[src/rtl/uart_pkg.sv]
// Shared UART definitions: frame state encoding, parity modes and word-length limits.
// The receiver imports this package as well.
package uart_pkg;

  typedef enum logic [2:0] {
    IDLE,
    START,
    DATA,
    PARITY,
    STOP
  } uart_state_e;

  localparam logic [1:0] PAR_NONE = 2'b00;
  localparam logic [1:0] PAR_EVEN = 2'b01;
  localparam logic [1:0] PAR_ODD  = 2'b10;

  localparam int MIN_DATA_BITS = 5;

  // Any out-of-range request is pulled to the nearest legal word length.
  function automatic logic [3:0] clamp_bits(input logic [3:0] req, input logic [3:0] max_bits);
    logic [3:0] len;
    len = req;
    if (req < 4'(MIN_DATA_BITS)) len = 4'(MIN_DATA_BITS);
    else if (req > max_bits)     len = max_bits;
    return len;
  endfunction

endpackage

[src/rtl/uart_bit_timer.sv]
// Oversample tick counter: flags the baud_tick that closes one serial bit time.
// Also used by the receiver's half-bit sampler.
module uart_bit_timer #(
  parameter int OVERSAMPLE = 16
) (
  input  logic bclk,
  input  logic rst_n,
  input  logic baud_tick,
  input  logic clear,
  output logic bit_end
);

  localparam int TW = $clog2(OVERSAMPLE);
  localparam logic [TW-1:0] LAST = TW'(OVERSAMPLE - 1);

  logic [TW-1:0] tick_cnt_q, tick_cnt_d;

  // A tick arriving together with clear is dropped so timing restarts from zero.
  always_comb begin
    bit_end    = baud_tick && !clear && (tick_cnt_q == LAST);
    tick_cnt_d = tick_cnt_q;
    if (clear)         tick_cnt_d = '0;
    else if (bit_end)  tick_cnt_d = '0;
    else if (baud_tick) tick_cnt_d = tick_cnt_q + 1'b1;
  end

  always_ff @(posedge bclk or negedge rst_n) begin
    if (!rst_n) tick_cnt_q <= '0;
    else        tick_cnt_q <= tick_cnt_d;
  end

endmodule

[src/rtl/uart_tx_ctrl.sv]
// UART transmit controller: runtime word length, optional parity, one or two stop bits,
// valid/ready load handshake and a registered txd line.
module uart_tx_ctrl
  import uart_pkg::*;
#(
  parameter int   DATA_BITS_MAX = 8,
  parameter int   OVERSAMPLE    = 16,
  parameter logic IDLE_LEVEL    = 1'b1
) (
  input  logic                     bclk,
  input  logic                     rst_n,
  input  logic                     baud_tick,
  input  logic [DATA_BITS_MAX-1:0] tx_data,
  input  logic                     tx_valid,
  output logic                     tx_ready,
  input  logic [3:0]               cfg_data_bits,
  input  logic [1:0]               cfg_parity,
  input  logic                     cfg_two_stop,
  output logic                     txd,
  output logic                     busy,
  output logic                     txd_done
);

  localparam logic [3:0] MAXB = 4'(DATA_BITS_MAX);

  uart_state_e              state_q, state_d;
  logic [3:0]               bit_cnt_q, bit_cnt_d;
  logic                     stop_cnt_q, stop_cnt_d;
  logic                     txd_q, txd_d;
  logic                     done_q, done_d;
  logic [DATA_BITS_MAX-1:0] shreg_q, shreg_d;
  logic [3:0]               nbits_q, nbits_d;
  logic                     par_en_q, par_en_d;
  logic                     par_bit_q, par_bit_d;
  logic                     two_stop_q, two_stop_d;
  logic                     bit_end;

  function automatic logic word_parity(input logic [DATA_BITS_MAX-1:0] w, input logic [3:0] len);
    logic p;
    p = 1'b0;
    for (int i = 0; i < DATA_BITS_MAX; i++) begin
      if (i < int'(len)) p = p ^ w[i];
    end
    return p;
  endfunction

  uart_bit_timer #(.OVERSAMPLE(OVERSAMPLE)) u_timer (
    .bclk      (bclk),
    .rst_n     (rst_n),
    .baud_tick (baud_tick),
    .clear     (state_q == IDLE),
    .bit_end   (bit_end)
  );

  always_comb begin
    state_d    = state_q;
    bit_cnt_d  = bit_cnt_q;
    stop_cnt_d = stop_cnt_q;
    shreg_d    = shreg_q;
    nbits_d    = nbits_q;
    par_en_d   = par_en_q;
    par_bit_d  = par_bit_q;
    two_stop_d = two_stop_q;
    done_d     = 1'b0;
    unique case (state_q)
      IDLE: if (tx_valid) begin
        shreg_d    = tx_data;
        nbits_d    = clamp_bits(cfg_data_bits, MAXB);
        par_en_d   = (cfg_parity == PAR_EVEN) || (cfg_parity == PAR_ODD);
        par_bit_d  = word_parity(tx_data, nbits_d) ^ (cfg_parity == PAR_ODD);
        two_stop_d = cfg_two_stop;
        bit_cnt_d  = '0;
        stop_cnt_d = 1'b0;
        state_d    = START;
      end
      START: if (bit_end) state_d = DATA;
      DATA: if (bit_end) begin
        shreg_d = shreg_q >> 1;
        if (bit_cnt_q == nbits_q - 4'd1) begin
          bit_cnt_d = '0;
          state_d   = par_en_q ? PARITY : STOP;
        end else begin
          bit_cnt_d = bit_cnt_q + 4'd1;
        end
      end
      PARITY: if (bit_end) state_d = STOP;
      STOP: if (bit_end) begin
        if (two_stop_q && !stop_cnt_q) begin
          stop_cnt_d = 1'b1;
        end else begin
          stop_cnt_d = 1'b0;
          done_d     = 1'b1;
          state_d    = IDLE;
        end
      end
      default: state_d = IDLE;
    endcase

    // txd is registered, so it is derived from where the frame will be next cycle.
    unique case (state_d)
      START:   txd_d = ~IDLE_LEVEL;
      DATA:    txd_d = shreg_d[0];
      PARITY:  txd_d = par_bit_d;
      default: txd_d = IDLE_LEVEL;
    endcase
  end

  always_ff @(posedge bclk or negedge rst_n) begin
    if (!rst_n) begin
      state_q    <= IDLE;
      bit_cnt_q  <= '0;
      stop_cnt_q <= 1'b0;
      txd_q      <= IDLE_LEVEL;
      done_q     <= 1'b0;
    end else begin
      state_q    <= state_d;
      bit_cnt_q  <= bit_cnt_d;
      stop_cnt_q <= stop_cnt_d;
      txd_q      <= txd_d;
      done_q     <= done_d;
    end
  end

  // Word and frame config are only consumed outside IDLE, so they carry no reset.
  always_ff @(posedge bclk) begin
    shreg_q    <= shreg_d;
    nbits_q    <= nbits_d;
    par_en_q   <= par_en_d;
    par_bit_q  <= par_bit_d;
    two_stop_q <= two_stop_d;
  end

  assign tx_ready = (state_q == IDLE);
  assign busy     = (state_q != IDLE);
  assign txd      = txd_q;
  assign txd_done = done_q;

endmodule

[config.mk]
export PLATFORM = sky130hd
export DESIGN_NAME = uart_tx_ctrl
export DESIGN_NICKNAME = d
export VERILOG_FILES = /design/src/rtl/uart_pkg.sv /design/src/rtl/uart_bit_timer.sv /design/src/rtl/uart_tx_ctrl.sv
export SDC_FILE = /design/constraint.sdc
export NUM_CORES = 1
export LEC_CHECK = 0
export BUFFER_PORTS_ARGS = -buffer_cell sky130_fd_sc_hd__buf_2
export CAP_MARGIN = 30
export CORE_ASPECT_RATIO = 0.75
export CORE_UTILIZATION = 55
export CTS_CLUSTER_DIAMETER = 30
export DETAILED_ROUTE_END_ITERATION = 10
export PLACE_DENSITY = 0.88
export REMOVE_ABC_BUFFERS = 1
export SLEW_MARGIN = 0
export SYNTH_ARGS = -nofsm -noshare
export SYNTH_HDL_FRONTEND = slang
export SYNTH_SLANG_ARGS = --single-unit
[constraint.sdc]
create_clock -name bclk -period 2.1 [get_ports bclk]
set_clock_uncertainty 0.15 [all_clocks]
set_input_delay 0.42 -clock bclk [delete_from_list [all_inputs] [get_ports bclk]]
set_output_delay 0.42 -clock bclk [all_outputs]
set_load 0.03 [all_outputs]
* Word level (Yosys, flattened, before mapping) *
Index checks and enable logic that the tools add are counted.

operators by class
  reduce and logical (&&, ||, !) cells = 14
  order comparisons = 10
  equality and inequality tests = 14
  shifts and indexed selects = 0
  multiplexer cells = 57
  add/subtract/negate cells = 3
  div/mod/pow operators = 0
  multipliers = 0
  bitwise logic cells = 8

operators by type and width
  kind                   count
  $mux W4                10
  $mux W1                32
  $mux W3                8
  $lt A3 B4 Y1 const A   4
  $mux W8                2
  $pmux W8 S2            1
  $pmux W3 S5            1
  $eq A3 B2 Y1 const B   4
  $add A4 B1 Y4 const B  2
  $lt A1 B4 Y1 const A   2
  $lt A2 B4 Y1 const A   2
  $pmux W4 S2            1
  $xor A1 B1 Y1          8
  $eq A3 B1 Y1 const B   2
  $ne A2 B2 Y1 const B   3
  $reduce_and A3 Y1      2
  $reduce_bool A3 Y1     2
  $eq A4 B4 Y1           1
  $eq A4 B4 Y1 const B   1
  $gt A4 B4 Y1 const B   1
  $lt A4 B3 Y1 const B   1
  $reduce_bool A2 Y1     2
  $sub A4 B1 Y4 const B  1
  $eq A3 B3 Y1 const B   1
  9 further kinds        12

word-level totals
  RAM bits = 0
  bits in read-only memories = 0
  flip-flop bits (word level) = 29
  logic and storage cells = 118
  latch bits = 0
  memories kept = 0
  bits of input ports = 19
  output and inout bits = 4

* Depth between registers and ports, before layout *
  depth in word-level cells = 41
  mapped depth = 7
  mapped depth without buffers = 7

* Hierarchy *
A second synthesis with hierarchy kept.

unflattened totals
  cells, all modules = 141
  area total of the unflattened synthesis = 1495.2 um2

by module, submodules not included
  module          cells each  times used  area each (um2)  seq. area each (um2)
  uart_tx_ctrl    120         1           1288.7           681.9
  uart_bit_timer  21          1           206.4            100.1

* Worst setup path after synthesis *
No wires, ideal clock.

  path type = reg2out
  from = register state_q[2]
  to = output busy
  cell stages (with the launch flop) = 5
  path buffers = 1
  required time = 1.530 ns
  data arrival time = 1.487 ns
  path slack = 0.043 ns
  path through = dfrtp_1 or2_0 clkbuf_1 nor2_2 inv_1

on the way
  word-level cells in the longest chain between the ends = 1

ends and longest elaborated chain
  what                      line                 text
  start: declaration        uart_tx_ctrl.sv:26   uart_state_e state_q, state_d;
  start signal: assignment  uart_tx_ctrl.sv:116  state_q <= state_d;
  $reduce_bool A3 Y1        uart_tx_ctrl.sv:134  assign busy = (state_q != IDLE);
  end: declaration          uart_tx_ctrl.sv:20   output logic busy,

Every way passes these cells.

* Final worst setup path *
Same ends and word-level chain as after synthesis.

==> results.py <==
metrics = {
    "status": {
        "outcome": "completed",
    },
    "sta": {
        "rsz0062_at_grt": "no",
        "whs_ns": 0.181,
        "layout_min_cycle_time_ns": 2.02,
        "period_share_pct": 96.4,
        "maxSlewViolCount": 0,
        "final-hold-violation-count": 0,
        "fmax_mhz": 494,
        "slew_headroom_pct": 70.3,
        "setup-tns-final_ns": 0,
        "setup_viol": 0,
        "worstMarginPinSlew_ns": 0.444,
    },
    "min_path": {
        "hold_path_end": "two_stop_q",
        "min_path_type": "input port to register",
        "worstHoldPathCells": 1,
        "hp-start": "cfg_two_stop",
    },
    "cells_and_area": {
        "areaGrowthSynthToFinish_pct": 19.0,
        "final_common_cell": "buf_2",
        "insertedDiodeCount": 0,
        "finalInstanceArea_mm2": 0.00190,
        "finalNetCount": 204,
        "mostFrequentLayoutCells": "22 x buf_2, 19 x nor2_1, 13 x dfrtp_1, 13 x edfxtp_1, 11 x nand2_1",
        "fin_cells": 218,
        "drive_gt1_share_pct": 23.1,
    },
    "cts": {
        "cts.path.max_buffers": 2,
        "cts.sinks": 29,
        "cts_tree": "yes",
        "clkLatencyLatePin_ns": 0.29,
        "clkTransAtPathRegs_ns": 0.06,
        "numCtsBuffers": 5,
        "htree_levels": 2,
        "root_buffer": "clkbuf_8",
    },
    "routing": {
        "drc": 0,
        "wl_per_cell_um": 16.0,
        "vias": 1243,
        "drtIter0Drc": 80,
        "wl_um": 3500,
        "drtPass1Iterations": 4,
        "avgViaCountPerCell": 5.70,
        "drtAntennaViolNets": 0,
    },
    "placement": {
        "port_buffers": 22,
        "place_area_mm2": 0.00175,
        "dp_cells": 207,
        "dp_hpwl_um": 2650,
        "globalplace.congestion": 0.916,
    },
    "setup_path": {
        "regToRegSetupSlack_ns": 0.11,
        "cp.required_ns": 1.53,
        "slowest_delay_ns": 0.45,
        "reg2reg_depth": 6,
        "endpoint_kind": "output pin",
        "worstPathCellList": "or2_1, nor2_4, inv_1, buf_2",
        "r2r-end": "shreg_q[7]",
        "crit_fanout": 7,
        "critPathLaunchType": "register",
        "r2r-start": "u_timer.tick_cnt_q[0]",
        "worstSetupStartpoint": "state_q[2]",
        "cpMaxStageDelayCell": "dfrtp_1",
        "arrival_ns": 1.45,
        "worstSetupPathType": "register to output pin",
    },
    "synth": {
        "synth_ff_type": "edfxtp_1",
        "async_flop_share_pct": 48.3,
        "ys_ff_latch": 29,
        "synth_cells": 152,
        "synth_area_mm2": 0.00160,
        "synth_edf_count": 13,
        "synthTopCellsByArea": "edfxtp_1 24%, dfrtp_1 20%, nor2_1 4.5%",
        "syn_avg_cell_area_um2": 10.5,
        "synth.top_cell.area_share_pct": 24.4,
        "synth_largest_area_cell": "edfxtp_1",
        "ys_seq_area_share_pct": 48.9,
        "synth_warnings": 0,
        "synth.distinct_cells": 49,
    },
    "grt": {
        "gr-total-overflow": 0,
        "grt_pass1_wl_um": 5760,
        "grt_usage_pct": 25.4,
        "antenna_found_initial": 0,
        "grt_pass1_vias": 1200,
        "grt_max_degree": 15,
    },
    "power": {
        "leakage_uw": 0.000847,
        "max-vdd-ir-drop_v": 0.000685,
        "total_power_uw": 1990,
        "power_density_mw_per_mm2": 1050,
    },
    "die": {
        "chipWidth_um": 64.2,
        "core_mm2": 0.00268,
        "row_count": 16,
        "start_util_pct": 59.6,
        "fp.dieH_um": 48.7,
        "ios": 23,
        "fp.dieArea_mm2": 0.00313,
    },
    "job": {
        "maxCapViolCount": 0,
    },
}
-- sequential cells by signal, indices dropped and copies added, names as in the netlist --
register            cells
txd_done                1
par_bit_q               1
state_q                 3
u_timer.tick_cnt_q      4
stop_cnt_q              1
shreg_q                 8
two_stop_q              1
bit_cnt_q               4
txd                     1
par_en_q                1
nbits_q                 4
-- where the power goes --
part / total (µW) / internal [µW] / switching, µW
registers: 830 / 712 / 117
logic: 600 / 262 / 338
clock network: 562 / 351 / 210
total: 1990 / 1330 / 666
-- synthesized netlist by cell type (all sizes together) (2+ instances only) --
master and n:
nor2 20, dfrtp 13, edfxtp 13, nand2 12, inv 9, a22oi 6
xnor2 6, a21oi 4, ha 4, mux2i 4, o21ai 4, xor2 4
a21o 3, and2 3, and3 3, clkbuf 3, nand3 3, nor2b 3
nor3 3, buf 2, dfxtp 2, nand2b 2, nand4 2, o21a 2
o221ai 2
-- how the worst max path moves through the flow --
stage / end / slack (ns) / cells past startpoint
finish: busy / 0.08 / 4
global route: busy / 0.009 / 4
CTS: bit_cnt_q[0] / 0.01 / 7
detailed placement: bit_cnt_q[0] / 0.03 / 7
global placement: txd / 0.18 / 8
floorplan: busy / 0.06 / 3
-- layer usage --
| metal | track usage, % | vias up | wire, µm |
|---|---|---|---|
| met1 | 34.2 | 601 | 1600 |
| met4 | 7.41 | 0 | 38 |
| met3 | 8.49 | 4 | 168 |
| met5 | 0 | - | 0 |
| met2 | 39.4 | 32 | 1700 |
| li1 | - | 606 | - |
-- stage by stage --
stage | worst slack (ns) | utilization (%)
5_1_grt | 0.00932 | 70.8
3_5_place_dp | 0.0326 | 65.1
4_1_cts | 0.0144 | 69.7
3_3_place_gp | 0.177 | 65.1
2_1_floorplan | 0.0579 | -
6_report | 0.0752 | 70.8
-- critical path: cells and delay by family, from the launching register on --
family / cells / cell delay, ns
simple gates: 2 / 0.49
flops: 1 / 0.45
buf+inv: 2 / 0.22
-- cell families (layout without fill, tap and decap cells) --
kind of cell	count (synthesis)	count (layout)	share of synthesized area, %
AO/OA/AOI/OAI	33	33	16.1
adder cells (fa/ha/maj)	4	4	3.13
multiplexers	4	4	2.51
flip-flops	29	29	48.9
AND/OR/NAND/NOR	56	56	17.5
buffers and inverters	14	44	3.45
XOR/XNOR	12	12	8.38
-- repair_timing --
item                       4_1_cts  5_1_grt
hold endpoints to repair        13        0
hold buffers                     1        0
setup endpoints to repair        1       11
setup buffers                    0        2
pin swaps                        0        1
resized for setup                1        2
-- area by class of cell --
type	instances	area [µm²]
tap	36	45.0
clock buffer	6	72.6
inverter	9	37.5
clock inverter	2	35.0
multi-input combinational	109	766
fill	194	782
timing repair buffer	27	163
sequential	29	782
No activity file was read; power rests on OpenSTA's default activity.
